**src/rtl/killer_pkg.sv**
```systemverilog
// Shared constants for the killer-function sweep controller: state encoding,
// vector geometry and the MISR step used when KILLER_SWEEP_MISR_EN is defined.
package killer_pkg;

    localparam int VEC_W    = 6;
    localparam int NUM_VEC  = 64;
    localparam int HOLD_MAX = 15;

    localparam logic [7:0] MISR_POLY = 8'h1D;

    localparam logic [1:0] ST_IDLE   = 2'd0;
    localparam logic [1:0] ST_APPLY  = 2'd1;
    localparam logic [1:0] ST_SAMPLE = 2'd2;
    localparam logic [1:0] ST_DONE   = 2'd3;

    function automatic logic [7:0] misr_next(input logic [7:0] sig, input logic bit_in);
        return {sig[6:0], 1'b0} ^ (sig[7] ? MISR_POLY : 8'h00) ^ {7'b0, bit_in};
    endfunction

endpackage

```
**src/rtl/killer_func.sv**
```systemverilog
// Combinational six-input logic function under test.
module killer_func
    import killer_pkg::*;
(
    input  logic [VEC_W-1:0] x,
    output logic             f
);

    assign f = (x[0] & ~x[5]) | (~x[4] & ~x[5]) | (x[2] & ~x[5]) | (x[3] & x[4] & x[5]);

endmodule

```
**src/rtl/killer_sweep_ctrl.sv**
```systemverilog
// Exhaustive 64-vector sweep of killer_func with hold/sample timing, ones count
// and an optional MISR signature (enabled by defining KILLER_SWEEP_MISR_EN).
//
// state  | meaning
// IDLE   | waiting for start; results of the last sweep are held
// APPLY  | vec_out driven, held for HOLD cycles
// SAMPLE | f captured, ones_cnt and signature updated, next vector chosen
// DONE   | last vector sampled; done pulses on the way back to IDLE
module killer_sweep_ctrl
    import killer_pkg::*;
#(
    parameter int HOLD = 2
) (
    input  logic             clk,
    input  logic             rst,
    input  logic             start,
    input  logic             abort,
    output logic [VEC_W-1:0] vec_out,
    output logic             f_out,
    output logic             busy,
    output logic             done,
    output logic [6:0]       ones_cnt,
    output logic [7:0]       signature
);

    localparam logic [3:0]       HOLD_LAST = 4'(HOLD - 1);
    localparam logic [VEC_W-1:0] VEC_LAST  = VEC_W'(NUM_VEC - 1);

    logic [1:0] state;
    logic [3:0] hold_cnt;
    logic       f_cur;
    logic       sweep_go;
    logic       sample_en;

    killer_func u_func (
        .x (vec_out),
        .f (f_cur)
    );

    assign busy      = (state != ST_IDLE);
    assign sweep_go  = (state == ST_IDLE) && start && !abort;
    assign sample_en = (state == ST_SAMPLE) && !abort;

    always_ff @(posedge clk or posedge rst) begin
        if (rst) begin
            state    <= ST_IDLE;
            vec_out  <= '0;
            f_out    <= 1'b0;
            done     <= 1'b0;
            ones_cnt <= '0;
            hold_cnt <= '0;
        end else begin
            done <= 1'b0;
            case (state)
                ST_IDLE: begin
                    if (sweep_go) begin
                        state    <= ST_APPLY;
                        vec_out  <= '0;
                        ones_cnt <= '0;
                        hold_cnt <= '0;
                    end
                end
                ST_APPLY: begin
                    if (abort) begin
                        state <= ST_IDLE;
                    end else if (hold_cnt == HOLD_LAST) begin
                        hold_cnt <= '0;
                        state    <= ST_SAMPLE;
                    end else begin
                        hold_cnt <= hold_cnt + 4'd1;
                    end
                end
                ST_SAMPLE: begin
                    // An abort here drops the pending sample so results cover whole vectors only
                    if (abort) begin
                        state <= ST_IDLE;
                    end else begin
                        f_out    <= f_cur;
                        ones_cnt <= ones_cnt + {6'b0, f_cur};
                        if (vec_out == VEC_LAST) begin
                            state <= ST_DONE;
                        end else begin
                            vec_out <= vec_out + 1'b1;
                            state   <= ST_APPLY;
                        end
                    end
                end
                ST_DONE: begin
                    done  <= 1'b1;
                    state <= ST_IDLE;
                end
                default: state <= ST_IDLE;
            endcase
        end
    end

`ifdef KILLER_SWEEP_MISR_EN
    logic [7:0] sig_q;

    always_ff @(posedge clk or posedge rst) begin
        if (rst) begin
            sig_q <= '0;
        end else if (sweep_go) begin
            sig_q <= '0;
        end else if (sample_en) begin
            sig_q <= misr_next(sig_q, f_cur);
        end
    end

    assign signature = sig_q;
`else
    assign signature = '0;
`endif

endmodule

```
**config.mk**
```make
export PLATFORM = sky130hd
export DESIGN_NAME = killer_sweep_ctrl
export DESIGN_NICKNAME = d
export VERILOG_FILES = /design/src/rtl/killer_pkg.sv /design/src/rtl/killer_func.sv /design/src/rtl/killer_sweep_ctrl.sv
export SDC_FILE = /design/constraint.sdc
export NUM_CORES = 1
export LEC_CHECK = 0
export BUFFER_PORTS_ARGS = -buffer_cell sky130_fd_sc_hd__buf_2
export CELL_PAD_IN_SITES_DETAIL_PLACEMENT = 1
export CELL_PAD_IN_SITES_GLOBAL_PLACEMENT = 1
export CORE_ASPECT_RATIO = 2
export CORE_UTILIZATION = 25
export DETAILED_ROUTE_END_ITERATION = 6
export PLACE_DENSITY_LB_ADDON = 0.1
export SKIP_LAST_GASP = 1
export SYNTH_ARGS = -nofsm -noshare
export SYNTH_HDL_FRONTEND = slang
export SYNTH_HIERARCHICAL = 1
export SYNTH_SLANG_ARGS = --single-unit
```
**constraint.sdc**
```tcl
create_clock -name clk -period 1.82 [get_ports clk]
set_input_delay 0 -clock clk [delete_from_list [all_inputs] [get_ports clk]]
set_output_delay 0 -clock clk [all_outputs]
set_load 0.05 [all_outputs]
```
======== Yosys cells after proc, flatten, opt, wreduce, memory -nomap -nowiden ========
Index checks and enable logic that the tools add are counted.
storage, ports and cells
  bits in registers ....................... 21
  bits of input ports ..................... 4
  output and inout port bits .............. 24
  logic and storage cells ................. 60
operators by class
  add/sub/neg operators ................... 3
  equality and inequality tests ........... 10
  mux-type cells .......................... 18
  bitwise logic cells ..................... 11
  reductions and logical operators ........ 12
operators by type and width
  cell                                                 number
  2-to-1 mux 6 bit                                     3
  2-to-1 mux 7 bit                                     2
  case mux 7 bit (2 select lines)                      1
  2-to-1 mux 4 bit                                     3
  case mux 6 bit (2 select lines)                      1
  2-to-1 mux 2 bit                                     5
  inequality test 2 bit, second input constant         4
  case mux 2 bit (4 select lines)                      1
  case mux 4 bit (2 select lines)                      1
  adder 7 x 1 -> 7 bit                                 1
  adder 6 x 1 -> 6 bit, second input constant          1
  equality test 6 bit, second input constant           1
  AND reduction 3 bit                                  2
  nonzero test 2 bit                                   3
  bitwise AND 1 bit                                    5
  adder 4 x 1 -> 4 bit, second input constant          1
  equality test 2 bit, second input constant           2
  equality test 4 x 1 -> 1 bit, second input constant  1
  AND reduction 2 bit                                  2
  AND reduction 4 bit                                  1
  inequality test 3 bit, second input constant         1
  inverter 1 bit                                       3
  OR 1 bit                                             3
  equality test 2 x 1 -> 1 bit, second input constant  1
  other kinds (4)                                      5

======== Longest topological paths before layout ========
Gate-level depths: netlist (run 1).
  depth after elaboration ................. 8
  depth in mapped cells ................... 8
  depth with buffers taken out ............ 8

======== Cells and area by module ========
Netlist (run 1), hierarchy kept.
by module, submodules not included
  module             times used  cells each  area each (um^2)
  killer_sweep_ctrl  1           119         1143.6
  killer_func        1           3           23.8

======== Least setup slack after synthesis (run 1) ========
No wires, ideal clock.
  path kind ............................... flip-flop to flip-flop
  start ................................... reg vec_out[4]
  end ..................................... reg ones_cnt[6]
  setup time .............................. 0.143 ns
  arrival ................................. 1.904 ns
  data required time ...................... 1.677 ns
  slack ................................... -0.227 ns
  cell stages (with the launch flop) ...... 9
  buffers on the path ..................... 0
  period minus slack after synthesis ...... 2.047 ns
  cell sequence ........................... dfrtp_1 nor4b_2 a21oi_1 ha_1 ha_1 nand3_1 nor4_1 xnor2_1 nor2_1
between the ends
  cells in the longest elaborated chain, start to end .. 8
RTL lines
  item                                 line                     text
  from (decl)                          killer_sweep_ctrl.sv:18  output logic [VEC_W-1:0] vec_out,
  from (signal assigned)               killer_sweep_ctrl.sv:83  vec_out <= vec_out + 1'b1;
  inverter 1 bit                       killer_func.sv:9         assign f = (x[0] & ~x[5]) | (~x[4] & ~x[5]) | (x[2] & ~x[5]) | (x[3] & x[4] & x[5]);
  bitwise AND 1 bit                    killer_func.sv:9
  OR 1 bit (2 in series)               killer_func.sv:9
  OR 1 bit (*)                         killer_func.sv:9
  net f_cur                            killer_sweep_ctrl.sv:31  logic f_cur;
  adder 7 x 1 -> 7 bit (*)             killer_sweep_ctrl.sv:79  ones_cnt <= ones_cnt + {6'b0, f_cur};
  2-to-1 mux 7 bit (*)                 killer_sweep_ctrl.sv:75  if (abort) begin
  case mux 7 bit (2 select lines) (*)  killer_sweep_ctrl.sv:54  case (state)
  to (signal assigned)                 killer_sweep_ctrl.sv:79
  to (decl)                            killer_sweep_ctrl.sv:22  output logic [6:0] ones_cnt,
The timed path passes the listed nets; every way through them passes the cells marked *. The select of a mux whose other input is x is not followed.
A chain may end at the register's enable or synchronous reset.

======== Worst setup path after layout (run 1) ========
Ends and elaborated chain as after synthesis.

==> metrics, run 1 <==
status=complete, no violations; mux share of post-synthesis cell area=1.93%; ports placed on the boundary=28; Clock power frac=20.4%; antenna violations before repair=0; post-place instance area=1370 µm²; total vias in the final route=996; routed length on met2=1740 µm; power share of the sequential group=38.9%; total of fill cells in the finished design=538; share of Yosys cell area claimed by the top area cell type=45.0%; standard-cell row count=34; aggregate global routing overflow=0; Static Leakage=0.683 nW; setup ws final=0.0717 ns; Routed Wire Length=3080 µm; total number of nets in the final design=164; Syn Inst Count=122; wire length of the first global-routing pass=5240 µm; xor and xnor area share after synthesis=3.00%; average footprint of a synthesized cell=9.57 µm²; largest buffer count on any clock path=2; remaining number of nets flagged by the antenna check after routing=0; Mapped Area=1170 µm²; proportion of layout cells with a drive suffix above 1=31.8%; type of destination of the critical path=flop; final critical delay including setup and external delays=1.75 ns; highest routed layer=met4; cell type contributing the most total cell area after synthesis=sky130_fd_sc_hd__dfrtp_1; critical path start-end classification=flop to flop; share of the synthesized area in compound gates (AO/OA/AOI/OAI)=13.6%; GP Congestion=0.728; post-detailed-route wirelength per cell=14.8 µm; Pre-antenna DRT Iters=4; portion of the post-synthesis area used by sequential elements=45.0%; reg-to-reg startpoint=vec_out[4]; most frequent cells in the layout=sky130_fd_sc_hd__buf_2 (19), sky130_fd_sc_hd__dfrtp_1 (16), sky130_fd_sc_hd__nor2_1 (13); top cells by area, synth=sky130_fd_sc_hd__dfrtp_1 (45%), sky130_fd_sc_hd__ha_1 (5.4%), sky130_fd_sc_hd__buf_4 (5.1%), sky130_fd_sc_hd__nor2_1 (4.2%), sky130_fd_sc_hd__nand2_1 (3.5%); worst-case setup slack after placement=0.0309 ns; Chip Width=50.3 µm; Yosys warning total=6; number of max-cap violations=0; Final Hold Viols=0; final non-filler cell area=1440 µm²; post-detailed-placement half-perimeter wirelength=2410 µm; clock tree sinks=21; Slew HR=67.2%; combinational share of power=40.7%; count of input and output buffers=19; Die Area=4960 µm²; DRC violation count after routing=0; maximum resistive drop on vdd=0.568 mV; largest net degree at the start of global routing=22; Critical Path RT=1.99 ns; Final Cycle Share=96.1%; setup-violating endpoint count in the final report=0; floorplan core area=4420 µm²; Skew-Pair Late Insertion Delay=0.27 ns; antenna diode count=0; synthesis-to-layout area growth=23.5%; share of total power consumed by net switching=43.4%; switching power=0.692 mW; summed negative setup slack over all endpoints=0 ns; clock root buffer=sky130_fd_sc_hd__clkbuf_8; Worst Path Max Fanout=3; fraction of the mapped netlist area in simple logic gates=21.3%; hold path startpoint=abort; clock buffers created by TritonCTS=3; CTS clk-pin slew, worst paths=0.09 ns; register bit total from synthesis=21; pin slew with the least headroom to its limit=0.487 ns; overall fraction of global-route tracks in use=13.9%; combinational family with the most area after synthesis=simple AND/OR/NAND/NOR gates; sum of routed wire segments on met1=1190 µm; clock tree from TritonCTS=done; Netlist cell types=38; Power Dens Cells=1110 nW/µm²; internal portion of total power=0.904 mW; maximum level of the CTS H-tree=1; Starting DRT DRC Count=8; vias per cell=4.79; worst min-delay path class=input pin to flop; height of the die=98.6 µm; arrival time of the worst setup path=1.92 ns; maximum clock skew at final layout=0.00575 ns; Routed met3 length=61 µm; RSZ-0062 raised after global routing=yes; Max Clock Freq=572 MHz; startpoint type of the worst setup path=flop; final-report max-slew violation count=0; Synth Area in Adders=5.36%; via count of the first global-routing pass=1098; most frequent standard cell in the layout excluding fill and tap cells=sky130_fd_sc_hd__buf_2; launch point of the worst path=vec_out[4]; Post-CTS Repair Setup Buffers=0; initial standard-cell utilization of the core=26.4%
[final timing paths]
check,end,slack (ns),depth (start not counted)
max in group asynchronous,vec_out[5],1.27,4
worst min register to register,f_out,0.54,1
worst max register to register,ones_cnt[6],0.07,8
worst max-delay path,ones_cnt[6],0.07,8
worst min-delay path,state[1],0.09,2
min in group asynchronous,ones_cnt[3],0.30,4
[critical path: stages (launching register included)]
cell                      delay [ns]
sky130_fd_sc_hd__dfrtp_2        0.42
sky130_fd_sc_hd__nor4b_2        0.16
sky130_fd_sc_hd__a21oi_2        0.13
sky130_fd_sc_hd__ha_2           0.20
sky130_fd_sc_hd__ha_1           0.16
sky130_fd_sc_hd__nand3_1        0.11
sky130_fd_sc_hd__nor4_2         0.26
sky130_fd_sc_hd__xnor2_1        0.15
sky130_fd_sc_hd__nor2_1         0.05
[Yosys cell counts]
master,number
sky130_fd_sc_hd__nor4b_1,1
sky130_fd_sc_hd__a22o_1,2
sky130_fd_sc_hd__conb_1,1
sky130_fd_sc_hd__nor2b_1,1
sky130_fd_sc_hd__nor4_1,3
sky130_fd_sc_hd__or2_0,1
sky130_fd_sc_hd__nand4_1,1
sky130_fd_sc_hd__dfrtp_1,21
sky130_fd_sc_hd__o31ai_1,2
sky130_fd_sc_hd__nand2_1,11
sky130_fd_sc_hd__a21oi_1,3
sky130_fd_sc_hd__or2_2,1
sky130_fd_sc_hd__a41oi_1,1
sky130_fd_sc_hd__nand4b_1,1
sky130_fd_sc_hd__nor2_1,13
sky130_fd_sc_hd__buf_4,8
sky130_fd_sc_hd__o21ai_0,8
sky130_fd_sc_hd__a211o_1,1
sky130_fd_sc_hd__o211ai_1,1
sky130_fd_sc_hd__nor3b_1,1
sky130_fd_sc_hd__nand3_1,4
sky130_fd_sc_hd__nor4b_2,1
sky130_fd_sc_hd__and2_1,1
sky130_fd_sc_hd__inv_1,6
sky130_fd_sc_hd__o21bai_1,1
sky130_fd_sc_hd__xnor2_1,4
sky130_fd_sc_hd__nand2b_1,1
sky130_fd_sc_hd__buf_6,2
sky130_fd_sc_hd__mux2_2,2
sky130_fd_sc_hd__nor3_1,5
sky130_fd_sc_hd__buf_2,1
sky130_fd_sc_hd__or2_4,1
sky130_fd_sc_hd__o21ai_1,1
sky130_fd_sc_hd__a21o_1,1
sky130_fd_sc_hd__o41ai_1,2
sky130_fd_sc_hd__and3b_1,1
sky130_fd_sc_hd__ha_1,5
sky130_fd_sc_hd__o311ai_1,1
[kinds of logic after synthesis]
| family | count (synthesis) |
|---|---|
| DFF | 21 |
| and+or+nand+nor | 48 |
| AOI/OAI and AO/OA | 24 |
| xor gates and xnor gates | 4 |
| other | 1 |
| muxes | 2 |
| adders and majority gates | 5 |
| buffers and inverters | 17 |
[state kept, by name, summed over array words and instances (netlist names)]
signal	flops
f_out	1
hold_cnt	4
vec_out	6
done	1
state	2
ones_cnt	7
[power by group through the flow]
stage	combinational (mW)	sequential [mW]	clock, mW
finish	0.650	0.621	0.325
global placement	0.637	0.628	0
floorplan	0.301	0.795	0
detailed placement	0.648	0.632	0
CTS	0.653	0.622	0.341
global route	0.710	0.635	0.354
[metrics by stage]
stage / util, % / hold slack [ns] / instances / total power, mW
CTS: 32.3 / 0.0856 / 208 / 1.62
floorplan: - / -0.0238 / 129 / 1.10
finish: 32.6 / 0.0880 / 208 / 1.60
global placement: 31.0 / 0.0537 / 203 / 1.27
global route: 32.6 / 0.0976 / 208 / 1.70
detailed placement: 31.0 / 0.0558 / 203 / 1.28
[timing repair]
| item | CTS | global route |
|---|---|---|
| hold buffers | 1 | 0 |
| endpoints found under the setup margin | 0 | 4 |
| resized for setup | 0 | 3 |
| hold endpoints to repair | 21 | 0 |
[layer usage]
layer,track usage [%],up-vias
met5,0,-
met4,6.62,0
met3,2.01,7
met2,26.8,17
met1,13.7,495
li1,-,477
[layout make-up]
class,count,area (µm²),area share (%)
Clock buffer,3,41.3,2.86
Clock inverter,1,5.00,0.347
Inverter,6,22.5,1.56
Multi-Input combinational cell,91,578,40.1
Sequential cell,21,532,36.9
Tap cell,54,67.6,4.69
Timing Repair Buffer,32,195,13.5
No activity file was read; power rests on OpenSTA's default activity.
==> inputs of run 2 (changes only) <==
--- a/config.mk
+++ b/config.mk
@@ -6,6 +6,7 @@
 export NUM_CORES = 1
 export LEC_CHECK = 0
 export BUFFER_PORTS_ARGS = -buffer_cell sky130_fd_sc_hd__buf_2
+export CAP_MARGIN = 25
 export CELL_PAD_IN_SITES_DETAIL_PLACEMENT = 1
 export CELL_PAD_IN_SITES_GLOBAL_PLACEMENT = 1
 export CORE_ASPECT_RATIO = 2
==> constraint.sdc (replaced) <==
create_clock -name clk -period 1.82 [get_ports clk]
set_input_delay 0 -clock clk [delete_from_list [all_inputs] [get_ports clk]]
set_output_delay 0 -clock clk [all_outputs]
set_load 0.02 [all_outputs]
==> metrics, run 2 (synthesis gave the netlist of run 1 again) <==
setup-violating endpoint count in the final report=0; Reg with most FFs=ones_cnt; Slew HR=54.6%; final critical delay including setup and external delays=1.71 ns; maximum clock skew at final layout=0.00447 ns; count of input and output buffers=19; Largest regs=ones_cnt x7, vec_out x6, hold_cnt x4; combinational share of power=35.8%; Final Cycle Share=94.2%; Static Leakage=0.706 nW; Die Area=4960 µm²; switching power=0.542 mW; total vias in the final route=999; most frequent standard cell in the layout excluding fill and tap cells=sky130_fd_sc_hd__dfrtp_1; share of total power consumed by net switching=37.1%; reg2reg setup slack=0.11 ns; antenna violations before repair=0; most frequent cells in the layout=sky130_fd_sc_hd__dfrtp_1 (21), sky130_fd_sc_hd__buf_2 (19), sky130_fd_sc_hd__buf_4 (14); startpoint type of the worst setup path=flop; Final Hold Viols=0; Starting DRT DRC Count=10; Critical Path RT=1.96 ns; overall fraction of global-route tracks in use=14.0%; maximum level of the CTS H-tree=1; wire length of the first global-routing pass=5330 µm; ports placed on the boundary=28; RSZ-0062 raised after global routing=yes; Worst Reg2Reg Path Length in Cells=4; standard-cell row count=34; aggregate global routing overflow=0; post-detailed-placement half-perimeter wirelength=2460 µm; initial standard-cell utilization of the core=26.4%; final-layout worst hold slack=0.0964 ns; clock tree from TritonCTS=done; Routed Wire Length=3150 µm; synthesis-to-layout area growth=28.1%; floorplan core area=4420 µm²; height of the die=98.6 µm; final-report max-slew violation count=0; antenna diode count=0; remaining number of nets flagged by the antenna check after routing=0; GP Congestion=0.712; Power Dens Cells=976 nW/µm²; WHS Path Cells=2; vias per cell=4.76; proportion of layout cells with a drive suffix above 1=30.8%; Clock power frac=20.9%; clock buffers created by TritonCTS=3; largest net degree at the start of global routing=22; total of fill cells in the finished design=549; setup ws final=0.105 ns; number of flip-flops in the largest register=7; clock tree sinks=21; number of max-cap violations=0; critical path start-end classification=flop to flop; DRC violation count after routing=0; Skew-Pair Late Insertion Delay=0.26 ns; CTS clk-pin slew, worst paths=0.07 ns; Max Clock Freq=583 MHz; arrival time of the worst setup path=1.85 ns; Worst Path Max Fanout=12; clock root buffer=sky130_fd_sc_hd__clkbuf_8; total chip power=1.46 mW; via count of the first global-routing pass=1089; maximum resistive drop on vdd=0.406 mV; pin slew with the least headroom to its limit=0.678 ns; post-detailed-route wirelength per cell=15.0 µm; Chip Width=50.3 µm; post-place instance area=1370 µm²; summed negative setup slack over all endpoints=0 ns; total number of nets in the final design=166; largest buffer count on any clock path=2; power share of the sequential group=43.3%; final non-filler cell area=1500 µm²; type of destination of the critical path=flop; Pre-antenna DRT Iters=4; worst-case setup slack after placement=0.00817 ns; status=complete, no violations; internal portion of total power=0.918 mW; worst min-delay path class=input pin to flop
run 2: cell types whose count changed in the layout (fill, tap and decap cells not counted), moves of 2 or more:
cell                      before  now
sky130_fd_sc_hd__nor4_4        0    2
sky130_fd_sc_hd__dfrtp_2       5    0
sky130_fd_sc_hd__dfrtp_1      16   21
sky130_fd_sc_hd__buf_4        12   14
sky130_fd_sc_hd__nand3_1       4    2
run 2: layer usage:
layer	up-vias	share of wire, %	global-route usage [%]
met5	-	0	0
met4	0	0.92	5.13
met3	2	1.5	1.39
met2	11	62	28.8
met1	508	35	13.1
li1	478	-	-
run 2: repair_timing:
action	CTS	global route
hold buffers	1	0
hold endpoints to repair	21	0
setup buffers	1	0
cloned	0	0
setup endpoints to repair	1	4
gates resized for setup	7	3
pin swaps	3	3
run 2: layout make-up:
class / count / area (µm²) / area share, %
sequential: 21 / 526 / 35.1
timing repair buffer: 34 / 210 / 14.1
clock buffer: 4 / 45.0 / 3.01
multi-input combinational: 91 / 624 / 41.8
tap: 54 / 67.6 / 4.52
inverter: 6 / 22.5 / 1.51
run 2: power groups by stage:
stage / sequential (mW) / combinational (mW) / clock [mW]
final: 0.632 / 0.523 / 0.305
after CTS: 0.633 / 0.524 / 0.326
after global placement: 0.631 / 0.473 / 0
after detailed placement: 0.638 / 0.486 / 0
after floorplan: 0.685 / 0.259 / 0
after global routing: 0.651 / 0.582 / 0.345
run 2: final timing paths:
| check | end | startpoint |
|---|---|---|
| max | vec_out[0] | state[1] |
| max reg2reg | vec_out[0] | state[1] |
| min reg2reg | f_out | f_out |
| min in group asynchronous | done | rst |
| min | state[1] | abort |
| max in group asynchronous | vec_out[0] | rst |
run 2: worst max-delay path, stage by stage, from the launching register on:
cell and delay [ns]:
sky130_fd_sc_hd__dfrtp_1 0.50, sky130_fd_sc_hd__nor2_1 0.58, sky130_fd_sc_hd__or2_4 0.33, sky130_fd_sc_hd__o21ai_0 0.11
sky130_fd_sc_hd__o41ai_1 0.08
run 2: per-stage QoR:
| step | cells | util (%) |
|---|---|---|
| 2_1_floorplan | 129 | - |
| 6_report | 210 | 33.8 |
| 5_1_grt | 210 | 33.8 |
| 3_5_place_dp | 204 | 31.0 |
| 3_3_place_gp | 204 | 31.0 |
| 4_1_cts | 210 | 33.4 |
